**src/rtl/poly_arith_pkg.sv**
```systemverilog
// Shared coefficient/mode types, pipeline depth and modular helpers for the butterfly PE array.
package poly_arith_pkg;

  localparam int unsigned CoeffW       = 12;
  localparam int unsigned PE_ARRAY_LAT = 3;

  typedef logic [CoeffW-1:0] coeff_t;

  // Bit 1 set selects the shared twiddle factor as the multiplier.
  typedef enum logic [2:0] {
    ModeCwm    = 3'd0,
    ModeAddSub = 3'd1,
    ModeNtt    = 3'd2,
    ModeIntt   = 3'd3,
    ModeComp   = 3'd4,
    ModeDecomp = 3'd5
  } pe_mode_e;

  typedef enum logic [1:0] {StIdle, StRun, StDrain} pe_state_e;

  typedef struct packed {
    pe_mode_e mode;
    coeff_t   a;
    coeff_t   b;
    coeff_t   m;
  } pe_s1_t;

  typedef struct packed {
    pe_mode_e mode;
    coeff_t   a;
    coeff_t   b;
    coeff_t   prod;
    coeff_t   half;
  } pe_s2_t;

  function automatic coeff_t add_mod(coeff_t x, coeff_t y, coeff_t q);
    logic [CoeffW:0] s;
    s = {1'b0, x} + {1'b0, y};
    if (s >= {1'b0, q}) s = s - {1'b0, q};
    return s[CoeffW-1:0];
  endfunction

  function automatic coeff_t sub_mod(coeff_t x, coeff_t y, coeff_t q);
    logic [CoeffW:0] d;
    d = {1'b0, x} - {1'b0, y};
    if (x < y) d = d + {1'b0, q};
    return d[CoeffW-1:0];
  endfunction

  function automatic coeff_t mul_mod(coeff_t x, coeff_t y, coeff_t q);
    logic [2*CoeffW-1:0] p;
    p = {{CoeffW{1'b0}}, x} * {{CoeffW{1'b0}}, y};
    p = p % {{CoeffW{1'b0}}, q};
    return p[CoeffW-1:0];
  endfunction

  // (x+y)/2 mod q: odd residues borrow one q so the halving is exact.
  function automatic coeff_t half_mod(coeff_t x, coeff_t y, coeff_t q);
    coeff_t          s;
    logic [CoeffW:0] t;
    s = add_mod(x, y, q);
    t = s[0] ? ({1'b0, s} + {1'b0, q}) : {1'b0, s};
    return t[CoeffW:1];
  endfunction

endpackage

```
**src/rtl/pe_lane.sv**
```systemverilog
// One butterfly lane: operand capture, modular multiply, then add/sub, all gated by en_i.
module pe_lane
  import poly_arith_pkg::*;
#(
  parameter int unsigned Q = 3329
) (
  input  logic     clk,
  input  logic     rst_n,
  input  logic     en_i,
  input  coeff_t   a_i,
  input  coeff_t   b_i,
  input  coeff_t   m_i,
  input  pe_mode_e mode_i,
  output coeff_t   u_o,
  output coeff_t   v_o
);

  localparam coeff_t QC = coeff_t'(Q);

  pe_s1_t s1_q, s1_d;
  pe_s2_t s2_q, s2_d;
  coeff_t u_q, u_d, v_q, v_d;
  coeff_t p_in;

  always_comb begin
    s1_d = s1_q;
    if (en_i) s1_d = '{mode: mode_i, a: a_i, b: b_i, m: m_i};
  end

  // INTT multiplies the difference; every other mode multiplies b.
  always_comb begin
    p_in = (s1_q.mode == ModeIntt) ? sub_mod(s1_q.a, s1_q.b, QC) : s1_q.b;
    s2_d = s2_q;
    if (en_i) begin
      s2_d.mode = s1_q.mode;
      s2_d.a    = s1_q.a;
      s2_d.b    = s1_q.b;
      s2_d.prod = mul_mod(p_in, s1_q.m, QC);
      s2_d.half = half_mod(s1_q.a, s1_q.b, QC);
    end
  end

  always_comb begin
    u_d = u_q;
    v_d = v_q;
    if (en_i) begin
      case (s2_q.mode)
        ModeNtt, ModeCwm: begin
          u_d = add_mod(s2_q.a, s2_q.prod, QC);
          v_d = sub_mod(s2_q.a, s2_q.prod, QC);
        end
        ModeIntt: begin
          u_d = s2_q.half;
          v_d = s2_q.prod;
        end
        ModeAddSub: begin
          u_d = add_mod(s2_q.a, s2_q.b, QC);
          v_d = sub_mod(s2_q.a, s2_q.b, QC);
        end
        default: begin
          u_d = s2_q.a;
          v_d = s2_q.prod;
        end
      endcase
    end
  end

  always_ff @(posedge clk or negedge rst_n) begin
    if (!rst_n) begin
      s1_q <= '0;
      s2_q <= '0;
      u_q  <= '0;
      v_q  <= '0;
    end else begin
      s1_q <= s1_d;
      s2_q <= s2_d;
      u_q  <= u_d;
      v_q  <= v_d;
    end
  end

  assign u_o = u_q;
  assign v_o = v_q;

endmodule

```
**src/rtl/pe_bfly_array.sv**
```systemverilog
// LANES-wide butterfly PE array with mode-tracking FSM and occupancy counter.
// Define PE_ARRAY_SKID_EN to add a 2-entry output skid that decouples in_ready_o from out_ready_i.
module pe_bfly_array
  import poly_arith_pkg::*;
#(
  parameter int unsigned LANES = 4,
  parameter int unsigned Q     = 3329
) (
  input  logic                 clk,
  input  logic                 rst_n,
  input  coeff_t [LANES-1:0]   a_i,
  input  coeff_t [LANES-1:0]   b_i,
  input  coeff_t [LANES-1:0]   w_i,
  input  coeff_t               tf_i,
  input  pe_mode_e             ctrl_i,
  input  logic                 in_valid_i,
  output logic                 in_ready_o,
  output coeff_t [LANES-1:0]   u_o,
  output coeff_t [LANES-1:0]   v_o,
  output logic                 out_valid_o,
  input  logic                 out_ready_i,
  output logic                 busy_o
);

  pe_state_e          state_q, state_d;
  pe_mode_e           mode_q, mode_d;
  logic [2:0]         vld_q, vld_d;
  logic [2:0]         occ_q, occ_d;
  logic               rst_done_q, rst_done_d;
  logic               adv, in_fire, out_fire;
  coeff_t [LANES-1:0] lane_u, lane_v;

  for (genvar k = 0; k < int'(LANES); k++) begin : g_lane
    pe_lane #(
      .Q(Q)
    ) u_lane (
      .clk   (clk),
      .rst_n (rst_n),
      .en_i  (adv),
      .a_i   (a_i[k]),
      .b_i   (b_i[k]),
      .m_i   (ctrl_i[1] ? tf_i : w_i[k]),
      .mode_i(ctrl_i),
      .u_o   (lane_u[k]),
      .v_o   (lane_v[k])
    );
  end

`ifdef PE_ARRAY_SKID_EN
  typedef struct packed {
    coeff_t [LANES-1:0] u;
    coeff_t [LANES-1:0] v;
  } res_t;

  res_t       sk0_q, sk0_d, sk1_q, sk1_d, s3;
  logic [1:0] sk_cnt_q, sk_cnt_d;
  logic       sk_push, sk_pop;

  assign s3          = res_t'({lane_u, lane_v});
  assign adv         = (sk_cnt_q != 2'd2);
  assign out_valid_o = (sk_cnt_q != 2'd0) || vld_q[2];
  assign sk_pop      = out_ready_i && (sk_cnt_q != 2'd0);
  // Stage 3 bypasses the skid only when it is empty and downstream takes the beat.
  assign sk_push     = adv && vld_q[2] && !(out_ready_i && (sk_cnt_q == 2'd0));
  assign u_o         = (sk_cnt_q != 2'd0) ? sk0_q.u : lane_u;
  assign v_o         = (sk_cnt_q != 2'd0) ? sk0_q.v : lane_v;

  always_comb begin
    sk0_d    = sk0_q;
    sk1_d    = sk1_q;
    sk_cnt_d = sk_cnt_q;
    if (sk_pop) begin
      sk0_d    = sk1_q;
      sk_cnt_d = sk_cnt_q - 2'd1;
    end
    if (sk_push) begin
      if (sk_cnt_d == 2'd0) sk0_d = s3;
      else                  sk1_d = s3;
      sk_cnt_d = sk_cnt_d + 2'd1;
    end
  end

  always_ff @(posedge clk or negedge rst_n) begin
    if (!rst_n) begin
      sk0_q    <= '0;
      sk1_q    <= '0;
      sk_cnt_q <= 2'd0;
    end else begin
      sk0_q    <= sk0_d;
      sk1_q    <= sk1_d;
      sk_cnt_q <= sk_cnt_d;
    end
  end
`else
  assign adv         = !vld_q[2] || out_ready_i;
  assign out_valid_o = vld_q[2];
  assign u_o         = lane_u;
  assign v_o         = lane_v;
`endif

  assign in_ready_o = rst_done_q &&
                      ((state_q == StIdle) ||
                       ((state_q == StRun) && adv && (ctrl_i == mode_q)));
  assign in_fire    = in_valid_i && in_ready_o;
  assign out_fire   = out_valid_o && out_ready_i;
  assign busy_o     = (occ_q != 3'd0);

  always_comb begin
    rst_done_d = 1'b1;
    vld_d      = adv ? {vld_q[1:0], in_fire} : vld_q;
    occ_d      = occ_q;
    if (in_fire && !out_fire)      occ_d = occ_q + 3'd1;
    else if (!in_fire && out_fire) occ_d = occ_q - 3'd1;
  end

  always_comb begin
    state_d = state_q;
    mode_d  = mode_q;
    unique case (state_q)
      StIdle: begin
        if (in_fire) begin
          mode_d  = ctrl_i;
          state_d = StRun;
        end
      end
      StRun: begin
        if (occ_d == 3'd0)                          state_d = StIdle;
        else if (in_valid_i && (ctrl_i != mode_q)) state_d = StDrain;
      end
      StDrain: begin
        if (occ_d == 3'd0) state_d = StIdle;
      end
      default: state_d = StIdle;
    endcase
  end

  always_ff @(posedge clk or negedge rst_n) begin
    if (!rst_n) begin
      state_q    <= StIdle;
      mode_q     <= ModeCwm;
      vld_q      <= 3'd0;
      occ_q      <= 3'd0;
      rst_done_q <= 1'b0;
    end else begin
      state_q    <= state_d;
      mode_q     <= mode_d;
      vld_q      <= vld_d;
      occ_q      <= occ_d;
      rst_done_q <= rst_done_d;
    end
  end

endmodule

```
**config.mk**
```make
export PLATFORM = sky130hd
export DESIGN_NAME = pe_bfly_array
export DESIGN_NICKNAME = d
export VERILOG_FILES = /design/src/rtl/poly_arith_pkg.sv /design/src/rtl/pe_lane.sv /design/src/rtl/pe_bfly_array.sv
export SDC_FILE = /design/constraint.sdc
export NUM_CORES = 2
export LEC_CHECK = 0
export ABC_AREA = 1
export CAP_MARGIN = 20
export CORE_MARGIN = 1.5
export CORE_UTILIZATION = 50
export DETAILED_ROUTE_END_ITERATION = 6
export GPL_TIMING_DRIVEN = 0
export PLACE_DENSITY = 0.65
export SLEW_MARGIN = 10
export SYNTH_ARGS = -nofsm -noshare
export SYNTH_HDL_FRONTEND = slang
export SYNTH_SLANG_ARGS = --single-unit
```
**constraint.sdc**
```tcl
create_clock -name clk -period 51.9 [get_ports clk]
set_clock_uncertainty 0.2 [all_clocks]
set_input_delay 5.19 -clock clk [delete_from_list [all_inputs] [get_ports clk]]
set_output_delay 5.19 -clock clk [all_outputs]
set_load 0.005 [all_outputs]
```
==> run_results.csv <==
group,metric,value,unit
floorplanning,die_y,408,um
sta,fin_crit,21100,ps
global_route,grt_max_degree,109,
clock_network,htreeDepth,2,
outcome,status,"finished, final reports clean",
critical_path,cp.arrival,21490,ps
drt,routed-via-count,82900,
clock_network,path_clk_slew,60,ps
layout,syn_to_final_growth,9.28,%
yosys,avgSynthCellArea,6.51,um2
global_route,grt_use_total,0.334,
clock_network,clock_latency,680,ps
placed_design,placed_cell_area,87500,um2
clock_network,cts.hold.buffers_added,0,
worst_hold_path,hold_depth,2,
yosys,synth_edf_count,0,
critical_path,slowest_stage,"clkbuf_1",
placed_design,port_buffers,260,
floorplanning,rows,148,
critical_path,ff2ff_setup_slack,30800,ps
critical_path,r2r_cells,116,
clock_network,cts_num_sinks,450,
yosys,yosysMostFrequentCell,"nand2_1",
placed_design,dp_hpwl,236000,um
drt,drt_iter0_drc,6612,
critical_path,slowest_delay,890,ps
worst_hold_path,hp-start,"vld_q[1]",
yosys,synth_seq_cells,450,
yosys,synthDominantCellAreaShare,0.149,
drt,drt-total-wl,283000,um
yosys,syn_area,81800,um2
global_route,grt_antenna_before_repair,23,
critical_path,crit_top_cell,"nand2_1",
worst_hold_path,whs_endpoint,"vld_q[2]",
sta,setup_violations,0,
critical_path,critPathKind,"reg -> reg",
yosys,synth_cells,12600,
clock_network,cts-resized-gates,0,
yosys,synth_area_leaders,"nand2_1 15%, dfrtp_1 14%, fa_1 10%",
worst_hold_path,hp-class,"reg -> reg",
critical_path,regToRegEndpoint,"g_lane[2].u_lane.s2_q[20]",
drt,vias_per_cell,5.48,
sta,fin_crit_sh,0.407,
clock_network,cts_tree,"built",
yosys,async_flop_share,1.00,
clock_network,numCtsBuffers,54,
layout,drive_gt1_frac,0.0988,
global_route,grt_pass1_vias,79500,
global_route,grt_pass1_wl,443000,um
critical_path,start_kind,"flip-flop",
clock_network,cts_max_path_buffers,3,
floorplanning,start_util,0.503,
floorplanning,io_pins,262,
critical_path,cp_max_fo,10,
sta,hold-worst-slack,252,ps
sta,fmax,47.4,MHz
yosys,syn_nets,13800,
floorplanning,fp.dieW,408,um
yosys,ys_warn_count,0,
layout,nets,14100,
floorplanning,core,163000,um2
floorplanning,die_area,166000,um2
critical_path,crit_path_end_kind,"flip-flop",
sta,worstMarginPinSlew,1210,ps
job,maxCapViolations,0,
yosys,yosysSeqAreaShare,0.138,
yosys,synth.distinct_cells,85,
drt,drc,0,
yosys,yosys-top-cells-count,"3253 x nand2_1, 2034 x inv_1, 941 x nand3_1",
sta,fin_tns_setup,0,ps
layout,fin_area,89400,um2
sta,slew_headroom,0.192,
sta,hold_viol,0,
clock_network,post_cts_buffers,0,
drt,ant_nets,0,
yosys,synth_flop_cell,"dfrtp_1",
sta,slew_viol_final,0,
global_route,overflow,0,
critical_path,reg2reg_from,"g_lane[1].u_lane.s1_q[38]",
sta,rsz0062_at_grt,"false",
drt,avgRoutedWirePerCell,18.7,um
clock_network,clockRootBuffer,"clkbuf_16",
critical_path,cp.required,52290,ps
placed_design,gp_congestion,1.00,
drt,dr.pass1.iters,7,
yosys,synth_top_area_cell,"nand2_1",
## stage by stage
step	setup WS, ps	instances	utilization
4_1_cts	31140	15100	0.550
3_3_place_gp	24840	15000	0.536
5_1_grt	29270	15100	0.550
2_1_floorplan	34560	12600	-
3_5_place_dp	31200	15000	0.538
6_report	30800	15100	0.550
## routing by layer
layer / vias to the layer above / GRT usage / part of all wire
met4: 22 / 0.135 / 0.044
met3: 475 / 0.0555 / 0.073
met5: - / 0 / 0.00051
met1: 39300 / 0.439 / 0.43
li1: 40600 / - / -
met2: 2582 / 0.545 / 0.45
## how the worst max path moves through the flow
| stage | from | to | cells past startpoint |
|---|---|---|---|
| 6_report | g_lane[1].u_lane.s1_q[38] | g_lane[2].u_lane.s2_q[20] | 116 |
| 2_1_floorplan | g_lane[1].u_lane.s1_q[12] | g_lane[1].u_lane.s2_q[14] | 128 |
| 4_1_cts | g_lane[1].u_lane.s1_q[38] | g_lane[2].u_lane.s2_q[20] | 116 |
| 3_5_place_dp | g_lane[1].u_lane.s1_q[38] | g_lane[2].u_lane.s2_q[21] | 116 |
| 3_3_place_gp | rst_n | g_lane[0].u_lane.s1_q[20] | 1 |
| 5_1_grt | g_lane[1].u_lane.s1_q[38] | g_lane[2].u_lane.s2_q[20] | 120 |
## cell type report
cell class,count,area [um2]
buffer,253,1640
sequential,450,11300
antenna,9,22.5
clock buffer,69,1520
tap,2175,2720
timing repair buffer,285,2950
inverter,2158,8130
multi-input combinational,9719,60900
fill,16500,73200
clock inverter,29,327
## flip-flops by register name (all words and copies together), names as in the netlist
signal              flops
g_lane.u_lane.s2_q    195
g_lane.u_lane.s1_q    147
g_lane.u_lane.u_o      48
g_lane.u_lane.v_o      48
mode_q                  3
occ_q                   3
vld_q                   3
state_q                 2
rst_done_q              1
## cells in the final DEF, fill, tap and decap left out, drive strengths merged, types with 6 or more instances in the layout
cell	Yosys	final
xor2	423	423
nor3	98	98
nand3b	40	40
diode	0	9
o21bai	96	96
inv	2110	2116
nor4	26	26
o221ai	12	12
and2	20	20
o31ai	15	15
nor2	1106	1106
a31oi	12	12
nand4	234	234
dfrtp	450	450
o2111ai	41	41
nand3	1039	1039
clkinv	48	60
clkinvlp	0	6
a21oi	560	560
o21ai	880	880
buf	93	119
xnor2	93	93
ha	595	595
o21a	7	7
fa	424	424
clkbuf	160	229
o22ai	13	13
nand2	3812	3812
or2	44	44
clkdlybuf4s50	0	259
a22oi	37	37
o211ai	30	30
a21o	19	19
## cells by family after synthesis
group,share of synthesized area
flip-flops,0.138
adder cells (fa/ha/maj),0.195
AND/OR/NAND/NOR,0.370
multiplexers,0.000245
other,0.0000458
XOR/XNOR,0.0559
AO/OA/AOI/OAI,0.122
buffers and inverters,0.119
## critical path: cells and delay by family (launching register included)
| kind | cells | cell delay, ps |
|---|---|---|
| AOI/OAI and AO/OA | 7 | 1950 |
| and+or+nand+nor | 81 | 9990 |
| adders and majority gates | 8 | 3460 |
| DFF | 1 | 400 |
| buffers and inverters | 20 | 4910 |
Power is left out: the tool's default activity adds up to more than one toggle a clock period on the data nets, which glitch-free logic cannot reach.
